File: config.mk
export PLATFORM = sky130hd
export DESIGN_NAME = prng_xs8_step
export DESIGN_NICKNAME = d
export VERILOG_FILES = /design/src/rtl/prng_xs8_pkg.sv /design/src/rtl/prng_xs8_step.sv
export SDC_FILE = /design/constraint.sdc
export NUM_CORES = 1
export LEC_CHECK = 0
export BUFFER_PORTS_ARGS = -buffer_cell sky130_fd_sc_hd__buf_2
export CAP_MARGIN = 5
export CORE_AREA = 2 2 39 41
export DETAILED_ROUTE_END_ITERATION = 8
export DIE_AREA = 0 0 41 43
export PLACE_DENSITY = 0.45
export RECOVER_POWER = 25
export SLEW_MARGIN = 20
export SYNTH_ARGS = -nofsm -noshare
export SYNTH_HDL_FRONTEND = slang
export SYNTH_SLANG_ARGS = --single-unit
File: constraint.sdc
create_clock -name vclk -period 0.92
set_input_delay 0.184 -clock vclk [all_inputs]
set_output_delay 0.184 -clock vclk [all_outputs]
set_load 0.05 [all_outputs]
File: src/rtl/prng_xs8_pkg.sv
// Shared definitions for the 8-bit xorshift PRNG generator and its checker.
package prng_xs8_pkg;

   localparam int unsigned XS_A = 3;
   localparam int unsigned XS_B = 5;
   localparam int unsigned XS_C = 4;

   typedef enum logic [1:0] {
      HUNT   = 2'd0,
      VERIFY = 2'd1,
      LOCKED = 2'd2
   } xs8_state_t;

   // Each shift is truncated to 8 bits before the XOR, so next(0) == 0.
   function automatic logic [7:0] xs8_next(input logic [7:0] x);
      logic [7:0] t;
      t = x ^ 8'(x << XS_A);
      t = t ^ 8'(t >> XS_B);
      t = t ^ 8'(t << XS_C);
      return t;
   endfunction

endpackage

File: src/rtl/prng_xs8_step.sv
// Combinational single step of the xorshift sequence.
module prng_xs8_step
   import prng_xs8_pkg::*;
(
   input  logic [7:0] cur,
   output logic [7:0] nxt
);

   assign nxt = xs8_next(cur);

endmodule

==> results.py <==
metrics = {
    "status": {
        "outcome": "finished, violations left",
        "violations": "setup timing",
    },
    "final_layout": {
        "num-nets-final": 49,
        "clock_buffers": 0,
        "n_fill_cell": 124,
        "syn2layout_area_growth_pct": 302,
        "n_antenna_cell": 0,
        "seqCellArea_um2": 0,
        "layout_commonest_cell": "buf_6",
        "seq_cell_count": 0,
        "layout-drive-gt1-share": 1.00,
        "final_cell_mix": "12 x buf_6, 5 x buf_8, 4 x xor2_4, 4 x xnor2_4, 4 x buf_4",
        "multi_input_area_um2": 324,
    },
    "power_and_ir_drop": {
        "p_comb_frac": 1.000,
        "p_sw_w": 0.000412,
        "sw_frac_of_total": 0.504,
        "power_w": 0.000817,
        "pwr-share-seq": 0,
        "p_per_area_nw_per_um2": 1250,
        "ir_worst_vdd_mv": 0.765,
        "p_clk_frac": 0,
        "p_leak_nw": 0.293,
        "power.internal_w": 0.000405,
    },
    "synthesis": {
        "syn_area_um2": 163,
        "syn_nets": 21,
        "ys_seq_area_frac": 0,
        "synth_cell_types": 4,
        "yosysWarnings": 0,
        "synthCells": 13,
        "synth.avg_cell_area_um2": 12.5,
    },
    "floorplanning": {
        "fp.dieH_um": 43,
        "start_util": 0.118,
        "num_rows": 14,
        "die_area_um2": 1760,
        "dieWidth_um": 41,
        "fp.coreArea_um2": 1380,
        "ioPinCount": 16,
    },
    "setup_path": {
        "cp.arrival_ns": 1.03,
        "endpoint_kind": "output port",
        "worst_ep_required_time_ns": 0.74,
        "cp-start-kind": "primary input",
        "cpPeakStageDelay_ns": 0.24,
        "critPathBufInv": 3,
        "worstSetupPathType": "primary input to output port",
        "critical_path.top_delay_family": "XOR/XNOR gates",
        "slowest_stage": "xnor3_2",
        "path_cells": "buf_8 -> xor2_4 -> buf_12 -> xnor3_2 -> buf_8",
        "path_common_cell": "buf_8",
        "crit_fanout": 2,
        "startpoint": "cur[3]",
    },
    "worst_hold_path": {
        "min_path_type": "primary input to output port",
        "min-delay-start": "cur[0]",
    },
    "route": {
        "vias": 193,
        "drtPass1Iterations": 1,
        "drc": 0,
        "drt_iter0_drc": 0,
        "wl_per_cell_um": 9.15,
        "detail-route-antenna-nets": 0,
        "routed_wl_um": 503,
        "via_per_inst": 3.51,
    },
    "place": {
        "place_congestion": 0.578,
        "hpwl_um": 435,
        "io_buffer_count": 16,
        "place_ws_ns": -0.436,
    },
    "grt": {
        "grt_pass1_vias": 213,
        "use_met2": 0.116,
        "use_met1": 0.102,
        "grt-ovfl-total": 0,
        "busiest_layer": "met2",
        "grt_max_degree": 4,
        "grt_usage": 0.0687,
        "grtUsageMet3": 0,
        "grt_pass1_wl_um": 903,
        "antenna_found_initial": 0,
    },
    "sta": {
        "post-route-period-util": 1.32,
        "setup_violations": 8,
        "relSlewSlack": 0.882,
        "worstMarginPinSlew_ns": 0.176,
        "finalWorstSetupSlack_ns": -0.291,
        "hold_viol": 0,
        "drv_slew": 0,
        "max_freq_mhz": 826,
        "period_needed_ns": 1.21,
        "rsz0062_at_grt": "yes",
    },
    "flow_run": {
        "max-cap-violations": 0,
    },
    "clocking": {
        "holdBufCountCts": 0,
    },
}
## tightest hold or removal path, cell delays in order
cell and delay, ns:
buf_6 0.07, buf_6 0.10, xor2_4 0.08, buf_6 0.15
## worst paths after layout
path	slack [ns]	endpoint	cells past startpoint
min	0.78	nxt[3]	4
max	-0.29	nxt[5]	5
## Yosys cell counts, drive strengths merged
| cell | instances | area (µm²) |
|---|---|---|
| xnor3 | 3 | 67.6 |
| xor2 | 4 | 42.6 |
| xnor2 | 6 | 52.6 |
## per-stage QoR
step | TNS [ns] | hold WS [ns] | util | cells | area, µm²
finish | -1.65 | 0.777 | 0.473 | 55 | 654
global route | -1.93 | 0.797 | 0.473 | 55 | 654
CTS | -1.65 | 0.786 | 0.452 | 54 | 626
detailed placement | -2.74 | 0.864 | 0.354 | 53 | 489
global placement | -2.67 | 0.851 | 0.354 | 53 | 489
floorplan | -0.976 | 0.483 | - | 13 | 317
## final cells by class
class / instances / area share
Tap cell: 16 / 0.0306
Timing Repair Buffer: 26 / 0.474
Multi-Input combinational cell: 13 / 0.495
## cells by family (layout without fill, tap and decap cells)
kind of cell	after synthesis	in the layout	share of synthesized area
xor+xnor	13	13	1.00
buf+inv	0	26	0
## power by group through the flow
| stage | Sequential [W] | Clock [W] | Combinational (W) |
|---|---|---|---|
| 6_report | 0 | 0 | 0.000817 |
| 5_1_grt | 0 | 0 | 0.000853 |
| 3_5_place_dp | 0 | 0 | 0.000638 |
| 4_1_cts | 0 | 0 | 0.000802 |
| 3_3_place_gp | 0 | 0 | 0.000634 |
| 2_1_floorplan | 0 | 0 | 0.000465 |
## what timing repair did
item,4_1_cts,5_1_grt
setup endpoints to repair,8,8
resized for setup,37,2
setup buffers,1,1
pin swaps,7,3
## routing by layer
layer,up-vias,wire length [µm]
met2,11,295
met4,0,0
met3,0,42
met5,-,0
li1,92,-
met1,90,165
Power figures use the tool's default switching activity.
